<file path="src/rtl/alu_serial_pkg.sv">
// alu_serial_pkg: opcodes, FSM state type and opcode helper shared by the serial ALU.
package alu_serial_pkg;
  localparam logic [2:0] OP_AND  = 3'b000;
  localparam logic [2:0] OP_OR   = 3'b001;
  localparam logic [2:0] OP_ADD  = 3'b010;
  localparam logic [2:0] OP_XOR  = 3'b011;
  localparam logic [2:0] OP_ANDN = 3'b100;
  localparam logic [2:0] OP_ORN  = 3'b101;
  localparam logic [2:0] OP_SUB  = 3'b110;
  localparam logic [2:0] OP_SLT  = 3'b111;
  typedef enum logic [1:0] {IDLE, RUN, FIN} state_t;
  // SLT shares the subtract carry chain even though op[1:0] reads as XOR
  function automatic logic is_arith(input logic [2:0] op);
    return (op[1:0] == 2'b10) || (op == OP_SLT);
  endfunction
endpackage

</file>
<file path="src/rtl/alu_serial_digit.sv">
// alu_digit: combinational DIGIT-bit ALU slice, time-multiplexed across the digits of an operand.
module alu_digit
  import alu_serial_pkg::*;
#(
  parameter int DIGIT = 4
) (
  input  logic [DIGIT-1:0] a,
  input  logic [DIGIT-1:0] b,
  input  logic             cin,
  input  logic [2:0]       op,
  output logic [DIGIT-1:0] r,
  output logic             cout,
  output logic             cin_msb
);
  logic [DIGIT-1:0] bb, sum;
  logic             c;
  always_comb begin
    bb      = op[2] ? ~b : b;
    {c, sum} = {1'b0, a} + {1'b0, bb} + {{DIGIT{1'b0}}, cin};
    cin_msb = sum[DIGIT-1] ^ a[DIGIT-1] ^ bb[DIGIT-1];
    cout    = is_arith(op) & c;
    r       = op[1:0] == 2'b00 ? (a & bb) :
              op[1:0] == 2'b01 ? (a | bb) :
              is_arith(op)     ? sum      : (a ^ bb);
  end
endmodule

</file>
<file path="src/rtl/alu_serial.sv">
// alu_serial: digit-serial ALU with start/done handshake and SLT.
// Status flags are built only when ALU_SERIAL_FLAGS_EN is defined; otherwise they read 0.
module alu_serial
  import alu_serial_pkg::*;
#(
  parameter int WIDTH = 32,
  parameter int DIGIT = 4
) (
  input  logic             clk,
  input  logic             reset_n,
  input  logic             start,
  input  logic [2:0]       op,
  input  logic [WIDTH-1:0] a,
  input  logic [WIDTH-1:0] b,
  output logic             ready,
  output logic             done,
  output logic [WIDTH-1:0] result,
  output logic             zero,
  output logic             carry,
  output logic             overflow
);
  localparam int N  = WIDTH / DIGIT;
  localparam int CW = N > 1 ? $clog2(N) : 1;

  state_t           state_q, state_d;
  logic [CW-1:0]    cnt_q, cnt_d;
  logic [2:0]       op_q, op_d;
  logic [WIDTH-1:0] a_q, a_d, b_q, b_d, sh_q, sh_d, result_q, result_d;
  logic             cy_q, cy_d, cmsb_q, cmsb_d, done_q, done_d;
  logic [DIGIT-1:0] r;
  logic             cout, cin_msb, ovf, slt_bit, last;

  // operand registers shift right each RUN edge so the slice always sees digit 0
  alu_digit #(.DIGIT(DIGIT)) u_digit (
    .a       (a_q[DIGIT-1:0]),
    .b       (b_q[DIGIT-1:0]),
    .cin     (cy_q),
    .op      (op_q),
    .r       (r),
    .cout    (cout),
    .cin_msb (cin_msb)
  );

  assign last    = cnt_q == CW'(N - 1);
  assign ovf     = cmsb_q ^ cy_q;
  assign slt_bit = sh_q[WIDTH-1] ^ ovf;
  assign ready   = state_q == IDLE;
  assign done    = done_q;
  assign result  = result_q;

  always_comb begin
    state_d  = state_q;
    cnt_d    = cnt_q;
    op_d     = op_q;
    a_d      = a_q;
    b_d      = b_q;
    sh_d     = sh_q;
    cy_d     = cy_q;
    cmsb_d   = cmsb_q;
    result_d = result_q;
    done_d   = 1'b0;
    case (state_q)
      IDLE: if (start) begin
        state_d = RUN;
        op_d    = op;
        a_d     = a;
        b_d     = b;
        cnt_d   = '0;
        cy_d    = op[2];
      end
      RUN: begin
        a_d    = a_q >> DIGIT;
        b_d    = b_q >> DIGIT;
        sh_d   = (sh_q >> DIGIT) | (WIDTH'(r) << (WIDTH - DIGIT));
        cy_d   = cout;
        cnt_d  = cnt_q + 1'b1;
        cmsb_d = last ? cin_msb : cmsb_q;
        state_d = last ? FIN : RUN;
      end
      FIN: begin
        state_d  = IDLE;
        done_d   = 1'b1;
        result_d = op_q == OP_SLT ? WIDTH'(slt_bit) : sh_q;
      end
      default: state_d = IDLE;
    endcase
  end

  always_ff @(posedge clk or negedge reset_n) begin
    if (!reset_n) begin
      state_q  <= IDLE;
      cnt_q    <= '0;
      op_q     <= '0;
      a_q      <= '0;
      b_q      <= '0;
      sh_q     <= '0;
      cy_q     <= 1'b0;
      cmsb_q   <= 1'b0;
      result_q <= '0;
      done_q   <= 1'b0;
    end else begin
      state_q  <= state_d;
      cnt_q    <= cnt_d;
      op_q     <= op_d;
      a_q      <= a_d;
      b_q      <= b_d;
      sh_q     <= sh_d;
      cy_q     <= cy_d;
      cmsb_q   <= cmsb_d;
      result_q <= result_d;
      done_q   <= done_d;
    end
  end

`ifdef ALU_SERIAL_FLAGS_EN
  logic zero_q, zero_d, carry_q, carry_d, ovf_q, ovf_d, addsub;
  assign addsub = op_q[1:0] == 2'b10;
  always_comb begin
    zero_d  = zero_q;
    carry_d = carry_q;
    ovf_d   = ovf_q;
    if (state_q == FIN) begin
      zero_d  = result_d == '0;
      carry_d = addsub & cy_q;
      ovf_d   = addsub & ovf;
    end
  end
  always_ff @(posedge clk or negedge reset_n) begin
    if (!reset_n) begin
      zero_q  <= 1'b0;
      carry_q <= 1'b0;
      ovf_q   <= 1'b0;
    end else begin
      zero_q  <= zero_d;
      carry_q <= carry_d;
      ovf_q   <= ovf_d;
    end
  end
  assign zero     = zero_q;
  assign carry    = carry_q;
  assign overflow = ovf_q;
`else
  assign zero     = 1'b0;
  assign carry    = 1'b0;
  assign overflow = 1'b0;
`endif
endmodule

</file>
<file path="config.mk">
export PLATFORM = sky130hd
export DESIGN_NAME = alu_serial
export DESIGN_NICKNAME = d
export VERILOG_FILES = /design/src/rtl/alu_serial_pkg.sv /design/src/rtl/alu_serial_digit.sv /design/src/rtl/alu_serial.sv
export SDC_FILE = /design/constraint.sdc
export NUM_CORES = 1
export LEC_CHECK = 0
export ABC_AREA = 1
export BUFFER_PORTS_ARGS = -buffer_cell sky130_fd_sc_hd__buf_2
export CAP_MARGIN = 20
export CORE_ASPECT_RATIO = 1.1
export CORE_MARGIN = 2
export CORE_UTILIZATION = 50
export DETAILED_ROUTE_END_ITERATION = 10
export GPL_TIMING_DRIVEN = 0
export HOLD_SLACK_MARGIN = 0.15
export PLACE_DENSITY = 0.75
export SETUP_SLACK_MARGIN = 0.4
export SYNTH_ARGS = -nofsm -noshare
export SYNTH_HDL_FRONTEND = slang
export SYNTH_SLANG_ARGS = --single-unit
</file>
<file path="constraint.sdc">
create_clock -name clk -period 2.1 [get_ports clk]
set_clock_uncertainty 0.2 [all_clocks]
set_input_delay 0 -clock clk [delete_from_list [all_inputs] [get_ports clk]]
set_output_delay 0 -clock clk [all_outputs]
set_load 0.02 [all_outputs]
</file>
==> results.txt, run 1 <==
run status: complete, but fails checks
failing checks: setup timing
Seq/Total Area, Yosys: 56.0%
number of enable flip-flop cells after synthesis: 0
Tmin final: 2.21 ns
Nets: 955
full die area: 13,300 sq um
placed insts: 930
share of cells above drive strength 1: 24.3%
Hold Path Sink: b_q[14]$_DFFE_PN0P_
TNS Setup: -0.289 ns
Hold Path Class: in -> reg
PD cells: 1660 nW/um^2
commonest cells in the netlist: 145 x nand2_1, 139 x dfrtp_1, 78 x a21oi_1
Primary FF master, synth: dfrtp_1
Sink Count: 139
FF-to-FF setup slack: -0.11 ns
VDD IR-drop max: 0.851 mV
maximum clock frequency: 452 MHz
final hold vios: 0
1st-pass router iterations: 5
CTS buffer count: 17
grt total ovfl: 0
Vias/cell: 5.46
# DRC: 0
Mapped Cells: 671
Hold Path Origin: b[14]
Static Leakage: 4.13 nW
Core Region: 12,100 sq um
synthesized flop and latch total: 139
H-tree depth: 4
syn_area_per_cell: 9.26 sq um
die height: 121 um
Yosys cell types: 32
Worst EP required: 2.20 ns
Setup crit end kind: flip-flop
max-cap check violation count: 0
share of the synthesized area in the top cell type: 56.0%
mapped cell area: 6210 sq um
# setup viols final: 3
vias: 5,669
global placement routability congestion: 0.855
count leader, synth: nand2_1
antenna viol nets, final: 0
Site Rows: 42
Total GRT Usage: 27.5%
hpwl dp: 10.8 mm
Buffers on Ports: 102
largest net degree at the start of global routing: 82
synth top area cells: dfrtp_1 56%, nand2_1 8.8%, a21oi_1 6.3%, o21ai_0 4.1%, nor2_1 3.6%
Worst setup SP type: flip-flop
final slew viol count: 0
first-pass GRT wire length: 28.1 mm
synthesis warning total: 0
Synth area leader: dfrtp_1
Iteration-0 DRC Markers: 305
Crit Path Max Fanout: 2
diode count: 0
Power Total: 0.0140 W
WP data arrival: 2.31 ns
Final WS setup: -0.112 ns
Synth-to-Final Area Change: 36.3%
Reg2Reg Depth: 10
Skew-Pair Late Insertion Delay: 0.42 ns
initial core utilization: 51.4%
clock root buffer master: clkbuf_16
Routed WL: 17.5 mm
Final period util: 105%
number of global-route vias before repair: 5,841
I/O pin count: 107
die span in x: 110 um
Crit Reg-Reg Endpoint: sh_q[30]$_DFFE_PN0P_
Clock Pin Slew Worst Setup and Hold Paths: 0.06 ns
Setup CP Type: reg -> reg
initial antenna violation count: 0
worst-case clock buffer depth: 2
ys async rst share: 100%
unrepaired setup endpoints after global routing: true
CTS tree: done
fin cells: 1,039
drt wl/cell: 16.8 um
hold path depth: 4
reg2reg start: op_q[2]$_DFFE_PN0P_
[sequential cells by signal, indices dropped and copies added (netlist names)]
register	cells
a_q	32
b_q	32
cmsb_q	1
cnt_q	3
cy_q	1
done	1
op_q	3
result	32
sh_q	32
state_q	2
[per-layer routing]
| layer | up-vias | track usage [%] | share of wire, % |
|---|---|---|---|
| met5 | - | 0 | 0 |
| met4 | 0 | 11.6 | 2.7 |
| met3 | 48 | 6.77 | 6.1 |
| met2 | 222 | 48.1 | 52 |
| met1 | 2756 | 31.8 | 39 |
| li1 | 2643 | - | - |
[final cells by class]
type / count / area [sq um]
fill: 901 / 3620
sequential: 139 / 3480
multi-input combinational: 444 / 2370
timing repair buffer: 180 / 1310
clock buffer: 18 / 429
buffer: 47 / 334
clock inverter: 14 / 193
tap: 154 / 193
inverter: 43 / 161
[worst max path at each step]
stage	start	endpoint	slack, ns	cells past startpoint
2_1_floorplan	op_q[2]$_DFFE_PN0P_	sh_q[29]$_DFFE_PN0P_	-0.02	9
3_3_place_gp	reset_n	a_q[17]$_DFFE_PN0P_	-0.97	1
3_5_place_dp	op_q[2]$_DFFE_PN0P_	cy_q$_DFFE_PN0P_	-0.18	9
4_1_cts	op_q[2]$_DFFE_PN0P_	sh_q[29]$_DFFE_PN0P_	-0.09	9
5_1_grt	op_q[2]$_DFFE_PN0P_	sh_q[29]$_DFFE_PN0P_	-0.21	9
6_report	op_q[2]$_DFFE_PN0P_	sh_q[30]$_DFFE_PN0P_	-0.11	10
[per-stage QoR]
step	instance area (sq um)	util [%]	hold WS (ns)	setup WS (ns)
after floorplan	6240	-	-0.496	-0.0191
after global placement	6940	57.4	0.0334	-0.973
after detailed placement	6970	57.7	-0.194	-0.181
after CTS	8420	69.6	0.166	-0.0853
after global routing	8460	70.0	0.200	-0.210
final	8460	70.0	0.172	-0.112
[power by group]
part	switching, W	total, W	internal [W]
combinational	0.00370	0.00619	0.00249
clock	0.00119	0.00318	0.00200
sequential	0.000747	0.00466	0.00391
[worst max-delay path: stages, from the launching register on]
cell and delay [ns]:
dfrtp_1 0.37, buf_6 0.13, xnor2_4 0.15, inv_2 0.06, fa_2 0.36, fa_2 0.36, buf_4 0.14, nand2_1 0.08
a21oi_1 0.08, o21ai_1 0.08, a21oi_1 0.08
[logic make-up (layout without fill, tap and decap cells)]
logic type / after synthesis / count (layout) / share of synthesized area [%]
AO/OA/AOI/OAI: 182 / 182 / 17.0
XOR/XNOR: 5 / 5 / 0.705
adder cells (fa/ha/maj): 13 / 13 / 2.86
buffers and inverters: 90 / 302 / 7.81
flip-flops: 139 / 139 / 56.0
multiplexers: 1 / 1 / 0.181
other: 1 / 3 / 0.0604
AND/OR/NAND/NOR: 240 / 240 / 15.3
[cell usage in the layout (no fill, tap or decap), types with 3 or more instances in the layout]
cell type      synthesis  layout
bufinv_16              0       4
dfrtp_1              139     139
a21oi_1               78      74
inv_2                  5       8
buf_4                 10      16
nor2_1                60      60
ha_1                  11       8
nand2_1              145     145
clkbuf_16              0      17
dlygate4sd3_1          0      70
o21ai_1                4       7
inv_1                 38      35
a22oi_1                6       6
o221ai_1               5       5
a21oi_2                0       4
conb_1                 1       3
clkinv_2               0       4
xnor2_4                0       3
clkinv_4               0       3
a32o_1                 8       8
o21ai_0               51      48
buf_6                 11      12
buf_2                 22     122
o31ai_1               14      14
clkbuf_2               0       3
o211ai_1               3       3
inv_6                  0       3
nand3_1               31      30
o22ai_1                8       8
[what timing repair did]
item | CTS | global route
pin swaps | 7 | 3
hold endpoints to repair | 208 | 0
gates cloned | 0 | 0
setup endpoints to repair | 8 | 121
buffers inserted | 5 | 2
gates resized for setup | 16 | 11
hold buffers | 70 | 0
(Power assumes the default switching activity.)
==> run 2, diff against run 1 <==
SKIP_LAST_GASP = 1   (was unset)
==> run 2 against run 1 <==
  * The run still ends with setup timing left
  * Register-to-register slack worse by 0.02 ns
  * Total power up 1.2%
  * Sequential power about the same
  * Critical endpoint is now cy_q$_DFFE_PN0P_
  * Largest cell class unchanged
==> results.txt, run 2 (same netlist as run 1, synthesis figures left out) <==
most frequent cells in the layout: 143 x nand2_1, 139 x dfrtp_1, 120 x buf_2
# setup viols final: 5
slowest stage cell, crit path: dfrtp_1
Vias/cell: 5.46
vias: 5,681
maximum clock frequency: 448 MHz
antenna viol nets, final: 0
pre-CTS WS: -0.181 ns
Most Used Layer, Global Route: met2
Routed WL: 17.5 mm
Final period util: 106%
largest net degree at the start of global routing: 82
critical path cell sequence: buf_6 -> xnor2_4 -> inv_2 -> fa_2 -> fa_2 -> a21oi_2 -> nor2_1 -> o21ai_1 -> a21oi_1
full die area: 13,300 sq um
Global Route met1 Usage: 32.0%
H-tree depth: 4
Clock Pin Slew Worst Setup and Hold Paths: 0.06 ns
CTS buffer count: 17
Crit Path Max Fanout: 2
Tmin final: 2.23 ns
Final Util: 70.5%
Buffers on Ports: 102
Setup crit end kind: flip-flop
first-pass GRT wire length: 28.0 mm
hpwl dp: 10.8 mm
die span in x: 110 um
most used cell, CP: fa_2
Hold Path Class: in -> reg
Skew-Pair Late Insertion Delay: 0.42 ns
Site Rows: 42
Worst EP required: 2.19 ns
VDD IR-drop max: 0.859 mV
clock root buffer master: clkbuf_16
die height: 121 um
most common cell after layout, fill and taps aside: nand2_1
grt total ovfl: 0
I/O pin count: 107
met3 usage: 6.55%
fin cells: 1,040
Core Region: 12,100 sq um
number of global-route vias before repair: 5,821
# DRC: 0
Nets: 956
Setup CP Type: reg -> reg
run status: complete, but fails checks
final hold vios: 0
final slew viol count: 0
Total GRT Usage: 27.4%
Buf+Inv Stages, Crit Path: 2
Sink Count: 139
diode count: 0
Worst setup SP type: flip-flop
Static Leakage: 4.14 nW
failing checks: setup timing
max-cap check violation count: 0
Top Family by Delay on Critical Path: adder cells
met2 Usage GRT: 48.2%
global placement routability congestion: 0.855
worst-case clock buffer depth: 2
Final WS setup: -0.130 ns
share of cells above drive strength 1: 24.7%
initial core utilization: 51.4%
Synth-to-Final Area Change: 37.2%
Power Total: 0.0142 W
placed insts: 930
WP data arrival: 2.32 ns
initial antenna violation count: 0
CTS tree: done
crit-path max cell delay: 0.38 ns
1st-pass router iterations: 5
drt wl/cell: 16.8 um
PD cells: 1670 nW/um^2
unrepaired setup endpoints after global routing: true
Iteration-0 DRC Markers: 322
[run 2: changes by cell type in the layout (fill, tap and decap cells not counted), sizes merged]
| cell | delta |
|---|---|
| clkbuf | +1 |
[run 2: layout make-up]
type	count	area, sq um
buffer	47	339
clock buffer	18	429
clock inverter	14	193
fill	888	3560
inverter	43	161
multi-input combinational	444	2400
sequential	139	3480
tap	154	193
timing repair buffer	181	1330
[run 2: stage by stage]
step	hold slack [ns]	cell area, sq um	setup TNS (ns)
after floorplan	-0.496	6240	-0.0191
final	0.168	8520	-0.307
after global routing	0.200	8520	-0.746
after global placement	0.0334	6940	-134.12
after detailed placement	-0.194	6970	-0.330
after CTS	0.166	8400	-0.161
[run 2: repair_timing]
item | 4_1_cts | 5_1_grt
cloned | 0 | 0
pin swaps | 6 | 8
hold buffers | 70 | 0
endpoints found under the hold margin | 208 | 0
gates resized for setup | 13 | 25
endpoints found under the setup margin | 8 | 121
setup buffers | 5 | 3
[run 2: final timing paths]
kind,endpoint,start,slack [ns],cells past startpoint
worst max-delay path,cy_q$_DFFE_PN0P_,op_q[2]$_DFFE_PN0P_,-0.13,9
worst min-delay path,b_q[14]$_DFFE_PN0P_,b[14],0.17,4
worst max register to register,cy_q$_DFFE_PN0P_,op_q[2]$_DFFE_PN0P_,-0.13,9
worst min register to register,result[8]$_DFFE_PN0P_,result[8]$_DFFE_PN0P_,0.28,2
max in group asynchronous,a_q[20]$_DFFE_PN0P_,reset_n,0.57,4
min in group asynchronous,result[17]$_DFFE_PN0P_,reset_n,0.42,3
[run 2: power breakdown]
group | switching [W] | total, W | internal (W)
Combinational | 0.00377 | 0.00635 | 0.00258
Sequential | 0.000750 | 0.00466 | 0.00391
Clock | 0.00119 | 0.00318 | 0.00199
Total | 0.00571 | 0.0142 | 0.00849
[run 2: tightest hold or removal path, stage by stage]
cell,delay [ns]
dlygate4sd3_1,0.52
buf_2,0.10
nor2_1,0.04
o21ai_1,0.10
[run 2: layer usage]
metal / routed length (um) / vias up
met5: 0 / -
met4: 461 / 0
met3: 1020 / 55
met2: 9160 / 221
met1: 6840 / 2759
li1: - / 2646
==> run 3, diff against run 2 <==
ABC_AREA = unset   (was 1)
==> run 3 against run 2 <==
  * The flow finishes with violations (hold timing, setup timing)
  * Design area is 1.4% higher
  * Setup slack worse by 0.094 ns
  * Total power is 7.1% lower
  * Clock power is 3% lower
  * Die area is 1.1% lower
  * Core utilization is 1.3 points higher
  * Synthesized cell count is 15% lower
  * Critical path depth is 1 lower
  * Sequential cell count stayed put
  * First-iteration DRC count is 25% lower
  * Fmax is 4.0% lower
  * Critical path type unchanged
==> results.txt, run 3 <==
run status: complete, but fails checks
failing checks: hold timing, setup timing
Setup crit end kind: flip-flop
syn_area_per_cell: 10.8 sq um
Sink Count: 139
Final period util: 111%
synth top area cells: dfrtp_1 57%, nand2_1 8.9%, mux2i_1 7.2%, a22o_1 5.8%, o21ai_0 4.8%
hpwl dp: 9.60 mm
most frequent cells in the layout: 145 x nand2_1, 138 x dfrtp_1, 109 x buf_2
Setup CP Type: reg -> reg
Nets: 868
die span in x: 110 um
CTS buffer count: 17
Static Leakage: 4.36 nW
Seq/Total Area, Yosys: 56.6%
final slew viol count: 0
I/O pin count: 107
Total GRT Usage: 25.7%
Placed Area: 6920 sq um
crit-path max cell delay: 0.39 ns
vias: 5,094
slowest stage cell, crit path: dfrtp_1
drt wl/cell: 17.0 um
final instance area: 8640 sq um
H-tree depth: 4
actual slew at the worst max-slew pin: 0.561 ns
max-cap check violation count: 0
Worst EP required: 2.21 ns
Vias/cell: 5.35
global placement routability congestion: 0.798
first-pass GRT wire length: 25.9 mm
initial core utilization: 51.0%
diode count: 0
count leader, synth: nand2_1
# setup viols final: 4
Routed WL: 16.2 mm
footprint of the multi-input gates: 2540 sq um
share of cells above drive strength 1: 26.8%
ys async rst share: 100%
number of enable flip-flop cells after synthesis: 0
Iteration-0 DRC Markers: 243
1st-pass router iterations: 4
initial antenna violation count: 0
Clock Pin Slew Worst Setup and Hold Paths: 0.06 ns
Mapped Cells: 567
Hold Path Class: in -> async
Yosys cell types: 46
worst-case clock buffer depth: 2
Min Hold Slack: -0.0712 ns
synthesized flop and latch total: 139
Synth area leader: dfrtp_1
antenna viol nets, final: 0
Fillers: 801
number of global-route vias before repair: 5,333
grt total ovfl: 0
Primary FF master, synth: dfrtp_1
share of the synthesized area in the top cell type: 56.6%
fin cells: 952
die height: 120 um
Crit Path Max Fanout: 5
largest net degree at the start of global routing: 80
Synth-to-Final Area Change: 40.7%
Final WS setup: -0.223 ns
Max-slew headroom: 62.6%
most used cell, CP: fa_2
critical path cell sequence: buf_8 -> xor2_4 -> fa_2 -> fa_2 -> a21o_1 -> a21oi_2 -> o21ai_1 -> o221a_2
maximum clock frequency: 430 MHz
synthesis warning total: 0
Site Rows: 42
VDD IR-drop max: 0.919 mV
WP data arrival: 2.43 ns
Hold Buf Count CTS: 77
commonest cells in the netlist: 146 x nand2_1, 139 x dfrtp_1, 59 x o21ai_0
Tmin final: 2.32 ns
# DRC: 0
clock root buffer master: clkbuf_16
unrepaired setup endpoints after global routing: true
CTS tree: done
mapped cell area: 6140 sq um
Buffers on Ports: 103
PD cells: 1530 nW/um^2
Sequential Area: 3480 sq um
Skew-Pair Late Insertion Delay: 0.42 ns
Core Region: 12,000 sq um
final hold vios: 60
full die area: 13,200 sq um
Worst setup SP type: flip-flop
most common cell after layout, fill and taps aside: nand2_1
placed insts: 827
run 3: changes by cell type after synthesis, moves of 11 or more:
| cell | change |
|---|---|
| a21oi_1 | -75 |
| nor2_1 | -56 |
| mux2i_1 | +44 |
| a22o_1 | +39 |
| nand3_1 | -29 |
| inv_1 | -27 |
| o31ai_1 | -13 |
| clkbuf_1 | +12 |
| buf_2 | -11 |
run 3: final timing paths:
check,startpoint,to,slack (ns),cells after the start
worst max register to register,op_q[2]$_DFFE_PN0P_,cy_q$_DFFE_PN0P_,-0.22,8
max in group asynchronous,reset_n,state_q[0]$_DFFE_PN0P_,0.98,3
worst min register to register,a_q[10]$_DFFE_PN0P_,a_q[10]$_DFFE_PN0P_,0.28,2
worst min-delay path,reset_n,op_q[2]$_DFFE_PN0P_,-0.07,2
worst max-delay path,op_q[2]$_DFFE_PN0P_,cy_q$_DFFE_PN0P_,-0.22,8
min in group clk,op[1],op_q[1]$_DFFE_PN0P_,0.18,3
run 3: final cells by class:
class | instances | area share, %
multi-input cells | 377 | 29.4
well taps | 154 | 2.23
clock buffers | 21 | 5.44
flip-flops and latches | 139 | 40.3
plain buffers | 42 | 3.76
inverters | 11 | 0.478
clock inverters | 11 | 1.56
repair buffers | 197 | 16.9
run 3: kinds of logic (layout without fill, tap and decap cells):
| kind of cell | count (synthesis) | after routing | share of synthesized area, % |
|---|---|---|---|
| muxes | 47 | 47 | 7.78 |
| adders and majority gates | 13 | 13 | 2.89 |
| buffers and inverters | 53 | 282 | 4.71 |
| xor gates and xnor gates | 7 | 7 | 1.30 |
| AOI/OAI and AO/OA | 134 | 134 | 14.8 |
| DFF | 139 | 139 | 56.6 |
| and+or+nand+nor | 173 | 173 | 11.9 |
| other | 1 | 3 | 0.0611 |
run 3: stage by stage:
step / util [%] / worst slack (ns) / hold WS [ns] / setup TNS [ns] / power [W]
global route: 71.8 / -0.321 / -0.0130 / -1.21 / 0.0140
detailed placement: 57.5 / -0.248 / -0.188 / -0.945 / 0.00929
CTS: 70.6 / -0.210 / -0.0696 / -0.783 / 0.0128
finish: 71.8 / -0.223 / -0.0712 / -0.804 / 0.0132
floorplan: - / -0.0895 / -0.496 / -0.294 / 0.00794
global placement: 57.2 / -1.01 / 0.0191 / -140.16 / 0.00901
run 3: power by group:
| group | total (W) | switching [W] | internal [W] |
|---|---|---|---|
| clock network | 0.00308 | 0.00121 | 0.00186 |
| registers | 0.00460 | 0.000801 | 0.00380 |
| logic | 0.00552 | 0.00292 | 0.00259 |
| total | 0.0132 | 0.00494 | 0.00825 |
run 3: per-layer routing:
layer / GRT usage, % / share of wire [%] / up-vias
li1: - / - / 2383
met1: 31.2 / 40 / 2495
met2: 44.4 / 53 / 177
met3: 5.01 / 4.7 / 39
met4: 10.8 / 2.8 / 0
met5: 0 / 0 / -
run 3: what timing repair did:
| item | CTS | global route |
|---|---|---|
| gates cloned | 3 | 0 |
| endpoints found under the hold margin | 209 | 60 |
| endpoints found under the setup margin | 95 | 115 |
| buffers inserted | 9 | 4 |
| gates resized for setup | 26 | 36 |
| pin swaps | 4 | 2 |
run 3: worst max-delay path: cells and delay by family (launching register included):
kind            cells  cell delay, ns
fa+ha+maj           2            0.74
compound gates      4            0.52
xor+xnor            1            0.20
flops               1            0.39
buf+inv             1            0.16
